## src/rtl/despachador_trabajos_pkg.sv

```systemverilog
// Shared types and constants for the job dispatcher.
package despachador_pkg;

  // Default job code width; code NO_JOB means "nothing to do".
  localparam int JOB_W_DEF = 6;
  localparam int NO_JOB    = 0;

  // Per-unit booking state.
  typedef enum logic [1:0] {
    FREE      = 2'd0,
    ISSUE     = 2'd1,
    WAIT_BUSY = 2'd2,
    RUN       = 2'd3
  } unit_state_e;

endpackage

```

## src/rtl/despachador_trabajos_cola.sv

```systemverilog
// Job buffer: synchronous FIFO, no bypass, power-of-two depth.
module cola_trabajos #(
  parameter int WIDTH = 6,
  parameter int DEPTH = 4,
  localparam int AW = (DEPTH > 1) ? $clog2(DEPTH) : 1,
  localparam int CW = $clog2(DEPTH + 1)
) (
  input  logic             clk_i,
  input  logic             rst_ni,
  input  logic             push_i,
  input  logic             pop_i,
  input  logic [WIDTH-1:0] data_i,
  output logic [WIDTH-1:0] data_o,
  output logic             full_o,
  output logic             empty_o,
  output logic [CW-1:0]    count_o
);

  logic [WIDTH-1:0] r_mem [DEPTH];
  logic [AW-1:0]    r_wr;
  logic [AW-1:0]    r_rd;
  logic [CW-1:0]    r_cnt;
  logic             w_push;
  logic             w_pop;

  // Guard against overflow/underflow even if the caller misbehaves.
  assign w_push  = push_i && !full_o;
  assign w_pop   = pop_i && !empty_o;
  assign full_o  = (r_cnt == CW'(DEPTH));
  assign empty_o = (r_cnt == '0);
  assign count_o = r_cnt;
  assign data_o  = r_mem[r_rd];

  // Storage array; contents are don't-care until written.
  always_ff @(posedge clk_i) begin
    if (w_push) r_mem[r_wr] <= data_i;
  end

  // Pointers wrap naturally because DEPTH is a power of two.
  always_ff @(posedge clk_i or negedge rst_ni) begin
    if (!rst_ni) begin
      r_wr  <= '0;
      r_rd  <= '0;
      r_cnt <= '0;
    end else begin
      if (w_push) r_wr <= r_wr + AW'(1);
      if (w_pop)  r_rd <= r_rd + AW'(1);
      case ({w_push, w_pop})
        2'b10:   r_cnt <= r_cnt + CW'(1);
        2'b01:   r_cnt <= r_cnt - CW'(1);
        default: r_cnt <= r_cnt;
      endcase
    end
  end

endmodule

```

## src/rtl/despachador_trabajos.sv

```systemverilog
// Job dispatcher: round-robin intake from requesters into a FIFO, then
// one job per cycle to the lowest-index free work unit, with a per-unit
// tracker so a unit is never handed a second job while still booked.
module despachador_trabajos
  import despachador_pkg::*;
#(
  parameter int NUM_REQ    = 2,
  parameter int NUM_UNITS  = 2,
  parameter int JOB_W      = JOB_W_DEF,
  parameter int FIFO_DEPTH = 4
) (
  input  logic                              clk_i,
  input  logic                              rst_ni,
  input  logic [NUM_REQ-1:0]                req_valid_i,
  input  logic [NUM_REQ*JOB_W-1:0]          req_job_i,
  output logic [NUM_REQ-1:0]                req_ready_o,
  output logic [NUM_UNITS*JOB_W-1:0]        unit_job_o,
  input  logic [NUM_UNITS-1:0]              unit_busy_i,
  output logic [$clog2(FIFO_DEPTH+1)-1:0]   fifo_count_o,
  output logic                              idle_o,
  output logic                              err_o
);

  localparam int RRW = (NUM_REQ > 1) ? $clog2(NUM_REQ) : 1;
  localparam int CW  = $clog2(FIFO_DEPTH + 1);

  logic [RRW-1:0]       r_rr;
  logic                 r_err;
  logic [NUM_REQ-1:0]   w_grant;
  logic [RRW-1:0]       w_gidx;
  logic                 w_found;
  int                   w_cand;
  logic                 w_acc;
  logic [JOB_W-1:0]     w_acc_job;
  logic                 w_push;
  logic                 w_pop;
  logic                 w_full;
  logic                 w_empty;
  logic [JOB_W-1:0]     w_head;
  logic [CW-1:0]        w_count;
  logic [NUM_UNITS-1:0] w_sel;
  logic                 w_sel_any;
  logic [NUM_UNITS-1:0] w_is_free;
  logic [NUM_UNITS-1:0] w_unit_err;

  // Round-robin arbiter: first valid requester at or after r_rr wins,
  // but only while the buffer has room (and never while in reset).
  always_comb begin
    w_grant = '0;
    w_gidx  = '0;
    w_found = 1'b0;
    w_cand  = 0;
    if (rst_ni && !w_full) begin
      for (int i = 0; i < NUM_REQ; i++) begin
        w_cand = (int'(r_rr) + i) % NUM_REQ;
        if (!w_found && req_valid_i[w_cand]) begin
          w_found         = 1'b1;
          w_gidx          = RRW'(w_cand);
          w_grant[w_cand] = 1'b1;
        end
      end
    end
  end

  assign req_ready_o = w_grant;
  assign w_acc       = w_found;
  assign w_acc_job   = req_job_i[w_gidx*JOB_W +: JOB_W];
  // A zero code is handshaken away but never buffered.
  assign w_push      = w_acc && (w_acc_job != JOB_W'(NO_JOB));

  // Fairness pointer: move past the grantee on every acceptance.
  always_ff @(posedge clk_i or negedge rst_ni) begin
    if (!rst_ni) begin
      r_rr <= '0;
    end else if (w_acc) begin
      r_rr <= (w_gidx == RRW'(NUM_REQ - 1)) ? '0 : w_gidx + RRW'(1);
    end
  end

  cola_trabajos #(
    .WIDTH (JOB_W),
    .DEPTH (FIFO_DEPTH)
  ) u_cola (
    .clk_i   (clk_i),
    .rst_ni  (rst_ni),
    .push_i  (w_push),
    .pop_i   (w_pop),
    .data_i  (w_acc_job),
    .data_o  (w_head),
    .full_o  (w_full),
    .empty_o (w_empty),
    .count_o (w_count)
  );

  assign fifo_count_o = w_count;

  // Pick the lowest-index unit that is both unbooked and not reporting
  // busy; the busy check covers units still running across a reset.
  always_comb begin
    w_sel     = '0;
    w_sel_any = 1'b0;
    for (int k = 0; k < NUM_UNITS; k++) begin
      if (!w_sel_any && w_is_free[k] && !unit_busy_i[k]) begin
        w_sel[k]  = 1'b1;
        w_sel_any = 1'b1;
      end
    end
  end

  assign w_pop = w_sel_any && !w_empty;

  for (genvar k = 0; k < NUM_UNITS; k++) begin : g_unit
    unit_state_e      r_state;
    logic [JOB_W-1:0] r_job;

    assign w_is_free[k]                 = (r_state == FREE);
    assign w_unit_err[k]                = (r_state == WAIT_BUSY) && !unit_busy_i[k];
    assign unit_job_o[k*JOB_W +: JOB_W] = r_job;

    // Tracker: one-cycle job pulse, one cycle to see busy, then hold
    // the unit until busy drops.
    always_ff @(posedge clk_i or negedge rst_ni) begin
      if (!rst_ni) begin
        r_state <= FREE;
        r_job   <= '0;
      end else begin
        case (r_state)
          FREE: begin
            if (w_sel[k] && w_pop) begin
              r_state <= ISSUE;
              r_job   <= w_head;
            end
          end
          ISSUE: begin
            r_state <= WAIT_BUSY;
            r_job   <= '0;
          end
          WAIT_BUSY: r_state <= unit_busy_i[k] ? RUN : FREE;
          RUN:       if (!unit_busy_i[k]) r_state <= FREE;
          default:   r_state <= FREE;
        endcase
      end
    end
  end

  // Registered error: any unit that never acknowledged its job.
  always_ff @(posedge clk_i or negedge rst_ni) begin
    if (!rst_ni) r_err <= 1'b0;
    else         r_err <= |w_unit_err;
  end

  assign err_o  = r_err;
  assign idle_o = w_empty && (&w_is_free) && !(|unit_busy_i);

endmodule

```

## config.mk

```make
export PLATFORM = sky130hd
export DESIGN_NAME = despachador_trabajos
export DESIGN_NICKNAME = d
export VERILOG_FILES = /design/src/rtl/despachador_trabajos_pkg.sv /design/src/rtl/despachador_trabajos_cola.sv /design/src/rtl/despachador_trabajos.sv
export SDC_FILE = /design/constraint.sdc
export NUM_CORES = 1
export LEC_CHECK = 0
export ABC_CLOCK_PERIOD_IN_PS = 2800
export CELL_PAD_IN_SITES_DETAIL_PLACEMENT = 0
export CELL_PAD_IN_SITES_GLOBAL_PLACEMENT = 1
export CORE_MARGIN = 4
export CORE_UTILIZATION = 30
export CTS_CLUSTER_SIZE = 8
export DETAILED_ROUTE_END_ITERATION = 8
export PLACE_DENSITY_LB_ADDON = 0.12
export SLEW_MARGIN = 20
export SYNTH_ARGS = -nofsm -noshare
export SYNTH_HDL_FRONTEND = slang
export SYNTH_SLANG_ARGS = --single-unit
```

## constraint.sdc

```tcl
create_clock -name clk_i -period 2.8 [get_ports clk_i]
set_input_delay 0.42 -clock clk_i [delete_from_list [all_inputs] [get_ports clk_i]]
set_output_delay 0.42 -clock clk_i [all_outputs]
set_load 0.005 [all_outputs]
```

* Yosys cells after proc, flatten, opt, wreduce, memory -nomap -nowiden
Memory sizes are Yosys's and may differ from the RTL's. Index checks and enable logic that the tools add are counted.
Word-level totals: register bits 25, RAM bits 24, input bits 18, output and inout bits 19, word-level logic and storage cells 114, memories kept 1
Memory list:
- u_cola.r_mem | depth 4, width 6, read ports 1, clocked after Yosys merged registers in 0, write ports 1, RTL line despachador_trabajos_cola.sv:19 | logic [WIDTH-1:0] r_mem [DEPTH];
Operators by class: add/sub/neg operators 6, multipliers 1, order comparisons 4, eq/ne operators 13, shifts and indexed selects 1, multiplexer cells 39, bitwise logic cells 2, reductions and logical operators 38
Operators with widths (number):
- $pmux 6 s2 | 2
- $mux 1 | 20
- $mux 2 | 10
- $logic_and 1x1->1 | 17
- $pmux 2 s4 | 2
- $mux 6 | 2
- $shiftx 12x5->6 | 1
- $eq 2x2->1 const B | 5
- $reduce_and 2->1 | 5
- $logic_not 1->1 | 7
- $eq 2x1->1 const B | 3
- $pmux 3 s2 | 1
- $reduce_bool 2->1 | 3
- $reduce_bool 6->1 | 1
- $add 2x1->2 const B | 2
- $logic_not 2->1 | 2
- $ne 2x1->1 const B | 2
- $ne 2x2->1 const B | 2
- $reduce_or 2->1 | 2
- $add 3x1->3 const B | 1
- $eq 3x3->1 const B | 1
- $logic_not 3->1 | 1
- $lt 2x3->1 const B | 1
- $mul 1x2->3 const B | 1
- other kinds (8) | 10

* Depth between registers and ports, before layout
Gate-level depths: netlist of run 1.
word-level depth 15, gate-level depth with buffers 10

* Cells and area by module
A second synthesis of run 1 with hierarchy kept.
Unflattened totals: cells, all modules 163, area total of the unflattened synthesis 2244.7 µm²
Modules (own cells, without submodules):
- cola_trabajos | times used 1, cells an instance 69, area each 1306.3 µm²
- despachador_trabajos | times used 1, cells an instance 94, area each 938.4 µm²

* Least setup slack after synthesis of run 1
Ideal clock, no wire load.
path kind input to register, start point input req_job_i[4], end point register u_cola.r_cnt[2], in the netlist u_cola.count_o[2], library setup time 0.079 ns, arrival time 2.269 ns, data required time 2.721 ns, setup slack 0.451 ns, cell stages on the path 10, path buffers 0, cells stage by stage or4_4 -> o31ai_4 -> a21boi_2 -> inv_1 -> ha_1 -> inv_1 -> fa_1 -> xor2_1 -> nor2_1 -> xor2_1
On the way: cells in the longest elaborated chain, start to end 6
Ends and longest elaborated chain:
- from (decl) | RTL line despachador_trabajos.sv:15 | input logic [NUM_REQ*JOB_W-1:0] req_job_i,
- $shiftx 12x5->6 * | RTL line despachador_trabajos.sv:67 | assign w_acc_job = req_job_i[w_gidx*JOB_W +: JOB_W];
- $reduce_bool 6->1 * | RTL line despachador_trabajos.sv:69 | assign w_push = w_acc && (w_acc_job != JOB_W'(NO_JOB));
- $logic_and 1x1->1 * | RTL line despachador_trabajos.sv:69
- $logic_and 1x1->1 * | RTL line despachador_trabajos_cola.sv:27 | assign w_push = push_i && !full_o;
- $eq 2x1->1 or $eq 2x2->1 (tied branches) | RTL line despachador_trabajos_cola.sv:48 | case ({w_push, w_pop})
- $pmux 3 s2 or $reduce_bool 2->1 (tied branches)
- to (signal assigned) | RTL line despachador_trabajos_cola.sv:49 | 2'b10: r_cnt <= r_cnt + CW'(1);
- to (signal assigned) | RTL line despachador_trabajos_cola.sv:50 | 2'b01: r_cnt <= r_cnt - CW'(1);
- to (signal assigned) | RTL line despachador_trabajos_cola.sv:51 | default: r_cnt <= r_cnt;
- to (decl) | RTL line despachador_trabajos_cola.sv:22 | logic [CW-1:0] r_cnt;
Mark *: on every way between the ends. The rest lies on a longest branch, timed or not. A chain may end at the register's enable or synchronous reset.

* Final worst setup path of run 1
start point input rst_ni, end point output req_ready_o[0]
On the way: cells in the longest elaborated chain, start to end 2
Ends and longest elaborated chain:
- from (decl) | RTL line despachador_trabajos.sv:13 | input logic rst_ni,
- $logic_and 1x1->1 | RTL line despachador_trabajos.sv:53 | if (rst_ni && !w_full) begin
- $mux 2 | RTL line despachador_trabajos.sv:53
- to (decl) | RTL line despachador_trabajos.sv:16 | output logic [NUM_REQ-1:0] req_ready_o,
Every way passes these cells.

==> results of run 1 <==
[cells by family after synthesis]
family                     count (synthesis)
AOI/OAI and AO/OA                         21
xor gates and xnor gates                   6
adders and majority gates                  6
buffers and inverters                     13
DFF                                       49
muxes                                     15
and+or+nand+nor                           52
[cells in the mapped netlist (2+ instances only)]
library cell,number
a21oi_1,2
clkbuf_1,2
xnor2_1,3
mux2_2,6
ha_1,5
edfxtp_1,24
or3_1,2
nand2b_1,4
nor3_1,2
mux2i_1,2
nand2_1,30
xor2_1,3
and2_2,4
o21ai_0,13
dfrtp_1,25
inv_1,9
mux4_2,6
nor2_1,4
[critical path: stages]
cell and delay, ps:
clkdlybuf4s50_1 510, inv_1 60, a31oi_1 360, nand2_1 130
a21oi_1 130, clkdlybuf4s50_1 520
[how the worst min path moves through the flow]
stage | slack (ps) | end | startpoint
floorplan | 120 | err_o | rst_ni
global placement | 500 | r_rr | r_rr
detailed placement | 510 | u_cola.count_o[0] | u_cola.count_o[0]
CTS | 530 | u_cola.count_o[0] | u_cola.count_o[0]
global route | 570 | u_cola.count_o[0] | u_cola.count_o[0]
finish | 520 | u_cola.count_o[0] | u_cola.count_o[0]
[registers in the layout, indices dropped and copies added, names as in the netlist]
| signal | cells |
|---|---|
| err_o | 1 |
| g_unit.r_job | 12 |
| g_unit.r_state | 4 |
| r_rr | 1 |
| u_cola.count_o | 3 |
| u_cola.r_mem | 24 |
| u_cola.r_rd | 2 |
| u_cola.r_wr | 2 |
[power by group]
part / switching (mW) / internal, mW
Combinational: 0.436 / 0.531
Sequential: 0.158 / 0.981
Clock: 0.240 / 0.180
[per-stage QoR]
step | util, % | total power [mW] | cell area, um^2 | TNS (ps) | cells
floorplan | - | 1.714 | 2161 | 0 | 162
global placement | 38.66 | 2.108 | 2670 | 0 | 296
detailed placement | 38.66 | 2.150 | 2670 | -45.68 | 296
CTS | 40.02 | 2.580 | 2764 | 0 | 304
global route | 40.02 | 2.745 | 2764 | 0 | 304
finish | 40.02 | 2.527 | 2764 | 0 | 304
[cell type report]
type                    count  area [um^2]  area share, %
clock buffers               5        68.82          2.490
clock inverters             3        25.02         0.9054
well taps                  96        120.1          4.346
multi-input cells         100        764.5          27.66
inverters                   9        33.78          1.222
flip-flops and latches     49         1346          48.71
repair buffers             42        405.4          14.67
[metal layers]
layer	global-route usage [%]	share of wire, %	routed length, um	up-vias
met5	0	0	0	-
met4	3.297	0.90	37	0
met3	3.087	4.2	173	4
met2	17.52	49	2012	36
met1	13.67	46	1889	647
li1	-	-	-	655
==> impl_metrics.py, run 1 <==
metrics = {
    "status": {
        "status": "finished clean",
    },
    "run": {
        "cap_violations": 0,
    },
    "logic_synthesis": {
        "synth_fa_ha_area_share_pct": 3.822,
        "synthMuxAreaShare_pct": 11.00,
        "syn_inst": 162,
        "yosysUniqueCellTypes": 34,
        "ys_top_cells_by_area": "edfxtp_1, dfrtp_1, mux4_2, nand2_1, mux2_2",
        "syn_nets": 186,
        "yosysWarnings": 0,
        "synth_xor_area_share_pct": 2.432,
        "synth-edff-count": 24,
        "synthArstFlopShare_pct": 51.02,
        "ys_ff_latch": 49,
        "seq_area_frac_synth_pct": 62.30,
        "synth_top_cell_area_share_pct": 33.35,
        "ys.flop_type": "dfrtp_1",
        "synth_compound_area_share_pct": 6.601,
        "synth_top_family_by_area": "simple AND/OR/NAND/NOR gates",
        "syn_area_per_cell_um2": 13.34,
        "syn_area_um2": 2161,
        "synth_simple_gate_area_share_pct": 11.52,
        "synth.largest_area_cell": "edfxtp_1",
    },
    "finish": {
        "fillCellCount": 686,
        "mostFrequentLayoutCells": "clkdlybuf4s50_1, nand2_1, dfrtp_1, edfxtp_1, o21ai_0",
        "final_nets": 231,
        "area_growth_syn_to_layout_pct": 27.91,
        "final_common_cell": "clkdlybuf4s50_1",
        "diodes": 0,
        "drive_gt1_share_pct": 17.31,
    },
    "power": {
        "pwr_density_cell_nw_per_um2": 914.2,
        "peakVddDrop_mv": 0.3108,
        "leakagePower_nw": 1.076,
    },
    "drt": {
        "first_pass_iters": 4,
        "detail-route-antenna-nets": 0,
        "vias": 1342,
        "drt-total-wl_um": 4112,
        "first_iter_violations": 26,
        "drc": 0,
        "viasPerCell": 4.414,
        "post_drt_wl_per_cell_um": 13.53,
    },
    "sta": {
        "rsz0062_at_grt": "false",
        "layout_setup_ws_ps": 257.7,
        "slew_headroom_pct": 56.97,
        "fmax_mhz": 393.3,
        "slew_viol_final": 0,
        "finalSetupViolCount": 0,
        "tightestPinTransition_ps": 643.0,
        "finalHoldViolations": 0,
        "fin_worst_hold_slack_ps": 522.1,
        "period_needed_ps": 2542,
        "finalClockSkew_ps": 5.722,
        "fin_crit_sh_pct": 90.80,
    },
    "setup_path": {
        "critical_path.endpoint": "req_ready_o[0]",
        "r2r_cells": 8,
        "critical_path.max_fanout": 4,
        "worstPathArrival_ps": 2120,
        "rr_endpoint": "u_cola.count_o[2]",
        "cp-startpoint": "rst_ni",
        "crit_required_ps": 2380,
        "end_kind": "primary output",
        "rrSetupSlack_ps": 630,
        "path_class": "input port to primary output",
        "timing.rr.start": "g_unit[0].r_state[0]",
        "crit_path_start_kind": "input port",
    },
    "grt": {
        "overflow": 0,
        "grt_usage_pct": 10.70,
        "grt_max_degree": 26,
        "antenna_found_initial": 0,
        "grt_pass1_vias": 1479,
        "grt_first_pass_wirelength_um": 7155,
    },
    "floorplanning": {
        "die_w_um": 92.87,
        "ios": 37,
        "die-area_um2": 8625,
        "num_rows": 30,
        "initial_core_util_pct": 31.29,
        "core_area_um2": 6907,
        "die_h_um": 92.87,
    },
    "cts": {
        "cts.clk_slew.worst_paths_ps": 90,
        "clkSinkCount": 49,
        "hold_buffers": 0,
        "post_cts_buffers": 0,
        "clk-insertion-delay-late_ps": 300,
        "cts_buffer_depth": 2,
        "numCtsBuffers": 5,
        "ctsResizeCount": 0,
        "cts_tree": "built",
        "cts-htree-levels": 2,
        "cts-root-buf": "clkbuf_8",
    },
    "placement": {
        "place.gp.congestion": 0.7259,
        "dp_hpwl_um": 3244,
        "port_buffers": 36,
        "place_ws_ps": -45.68,
    },
    "hold_path": {
        "hold_depth": 1,
        "hp-class": "register to register",
    },
}
(Power assumes the default switching activity.)
==> run 2, diff against run 1 <==
--- a/config.mk
+++ b/config.mk
@@ -5,7 +5,6 @@
 export SDC_FILE = /design/constraint.sdc
 export NUM_CORES = 1
 export LEC_CHECK = 0
-export ABC_CLOCK_PERIOD_IN_PS = 2800
 export CELL_PAD_IN_SITES_DETAIL_PLACEMENT = 0
 export CELL_PAD_IN_SITES_GLOBAL_PLACEMENT = 1
 export CORE_MARGIN = 4
==> results of run 2 <==
No change in the layout: final DEF, timing and power equal those of run 1.
==> run 3, diff against run 2 <==
--- a/config.mk
+++ b/config.mk
@@ -8,9 +8,10 @@
 export CELL_PAD_IN_SITES_DETAIL_PLACEMENT = 0
 export CELL_PAD_IN_SITES_GLOBAL_PLACEMENT = 1
 export CORE_MARGIN = 4
-export CORE_UTILIZATION = 30
+export CORE_UTILIZATION = 42
 export CTS_CLUSTER_SIZE = 8
 export DETAILED_ROUTE_END_ITERATION = 8
+export GPL_TIMING_DRIVEN = 0
 export PLACE_DENSITY_LB_ADDON = 0.12
 export SLEW_MARGIN = 20
 export SYNTH_ARGS = -nofsm -noshare
==> impl_metrics.py, run 3 (synthesis results as in run 1) <==
metrics = {
    "status": {
        "status": "finished clean",
    },
    "floorplanning": {
        "die-area_um2": 6356,
        "ios": 37,
        "die_w_um": 79.73,
        "initial_core_util_pct": 44.57,
        "core_area_um2": 4848,
        "die_h_um": 79.73,
        "num_rows": 25,
    },
    "placement": {
        "place_area_um2": 2605,
        "dp_hpwl_um": 3067,
        "port_buffers": 36,
        "dp_cells": 265,
        "place.gp.congestion": 0.7189,
    },
    "grt": {
        "grt_usage_pct": 13.67,
        "grt_pass1_vias": 1408,
        "grt_first_pass_wirelength_um": 6527,
        "overflow": 0,
        "grt_max_degree": 27,
        "antenna_found_initial": 0,
    },
    "setup_path": {
        "crit_required_ps": 3030,
        "rr_endpoint": "u_cola.count_o[2]",
        "crit_path_start_kind": "input port",
        "critical_path.max_fanout": 7,
        "worstPathArrival_ps": 2840,
        "path_class": "input port to register",
        "timing.rr.start": "g_unit[0].r_state[0]",
        "critical_path.endpoint": "u_cola.count_o[2]",
        "end_kind": "register",
        "rrSetupSlack_ps": 540,
        "cp-startpoint": "req_job_i[4]",
        "r2r_cells": 8,
    },
    "sta": {
        "finalSetupViolCount": 0,
        "period_needed_ps": 2613,
        "tightestPinTransition_ps": 603.5,
        "finalHoldViolations": 0,
        "finalClockSkew_ps": 3.942,
        "fmax_mhz": 382.7,
        "rsz0062_at_grt": "false",
        "slew_headroom_pct": 59.77,
        "slew_viol_final": 0,
        "fin_worst_hold_slack_ps": 48.88,
        "setup_tns_ps": 0,
        "fin_crit_sh_pct": 93.32,
    },
    "drt": {
        "viasPerCell": 4.901,
        "first_pass_iters": 4,
        "post_drt_wl_per_cell_um": 14.33,
        "vias": 1338,
        "drt-total-wl_um": 3911,
        "detail-route-antenna-nets": 0,
        "drc": 0,
        "first_iter_violations": 30,
    },
    "cts": {
        "clk-insertion-delay-late_ps": 290,
        "hold_buffers": 0,
        "cts_tree": "built",
        "cts.clk_slew.worst_paths_ps": 90,
        "numCtsBuffers": 5,
        "cts-htree-levels": 2,
        "cts_buffer_depth": 2,
        "clkSinkCount": 49,
        "cts-root-buf": "clkbuf_8",
        "post_cts_buffers": 0,
    },
    "power": {
        "peakVddDrop_mv": 0.4032,
        "leakagePower_nw": 1.066,
        "pwr_density_cell_nw_per_um2": 951.1,
    },
    "finish": {
        "largest_register": "u_cola.r_mem",
        "diodes": 0,
        "final_nets": 229,
        "mostFrequentLayoutCells": "clkdlybuf4s50_1, nand2_1, dfrtp_1, edfxtp_1, o21ai_0",
        "area_growth_syn_to_layout_pct": 25.77,
        "largest_reg_flops": 24,
        "fin_cells": 273,
        "top_regs": "u_cola.r_mem: 24 flops, g_unit.r_job: 12 flops, g_unit.r_state: 4 flops",
        "final_common_cell": "clkdlybuf4s50_1",
        "drive_gt1_share_pct": 15.53,
        "stdcell_area_um2": 2718,
    },
    "hold_path": {
        "hp-class": "input port to asynchronous set/reset pin",
    },
    "run": {
        "cap_violations": 0,
    },
}
==> run 3: stage by stage <==
stage | utilization, % | power (mW) | setup WS (ps)
6_report | 56.05 | 2.585 | 187.0
5_1_grt | 56.05 | 2.779 | 68.54
4_1_cts | 56.00 | 2.628 | 95.07
3_5_place_dp | 53.73 | 2.122 | -786.1
3_3_place_gp | 53.73 | 2.054 | -655.4
2_1_floorplan | - | 1.714 | 451.5
==> run 3: final cells by class <==
type                       instances  area (um^2)
sequential                        49         1346
fill                             414         2131
buffer                             4        16.27
clock inverter                     3        46.29
timing repair buffer              36        357.8
inverter                           9        33.78
multi-input combinational        100        764.5
tap                               67        83.83
clock buffer                       5        68.82
==> run 3: routing by layer <==
metal	vias to the layer above	track usage (%)	routed length, um
met5	-	0	0
met4	0	4.124	45
met3	4	4.289	237
met2	42	23.62	2028
met1	639	16.22	1599
li1	653	-	-
==> run 3: worst max-delay path, stage by stage <==
cell and delay, ps:
clkdlybuf4s50_1 420, or4_4 560, o31ai_4 190, a21boi_2 140, inv_1 80, ha_1 180, inv_1 60, fa_1 370
xor2_1 150, nor2_1 110, xor2_1 160
==> run 3: where the power goes <==
group | switching (mW) | internal (mW) | total, mW
sequential | 0.112 | 0.982 | 1.09
combinational | 0.481 | 0.510 | 0.990
clock | 0.233 | 0.267 | 0.501
total | 0.826 | 1.76 | 2.58
==> run 3: repair_timing <==
| action | 4_1_cts | 5_1_grt |
|---|---|---|
| gates resized for setup | 5 | 1 |
| pin swaps | 0 | 0 |
| endpoints found under the setup margin | 53 | 1 |
| gates cloned | 0 | 0 |
==> run 3: worst min path at each step <==
stage	startpoint	to	slack [ps]	cells after the start
2_1_floorplan	rst_ni	err_o	120	0
3_3_place_gp	r_rr	r_rr	500	1
3_5_place_dp	r_rr	r_rr	520	1
4_1_cts	rst_ni	u_cola.r_rd[0]	130	1
5_1_grt	rst_ni	g_unit[0].r_job[1]	70	1
6_report	rst_ni	u_cola.count_o[0]	50	1
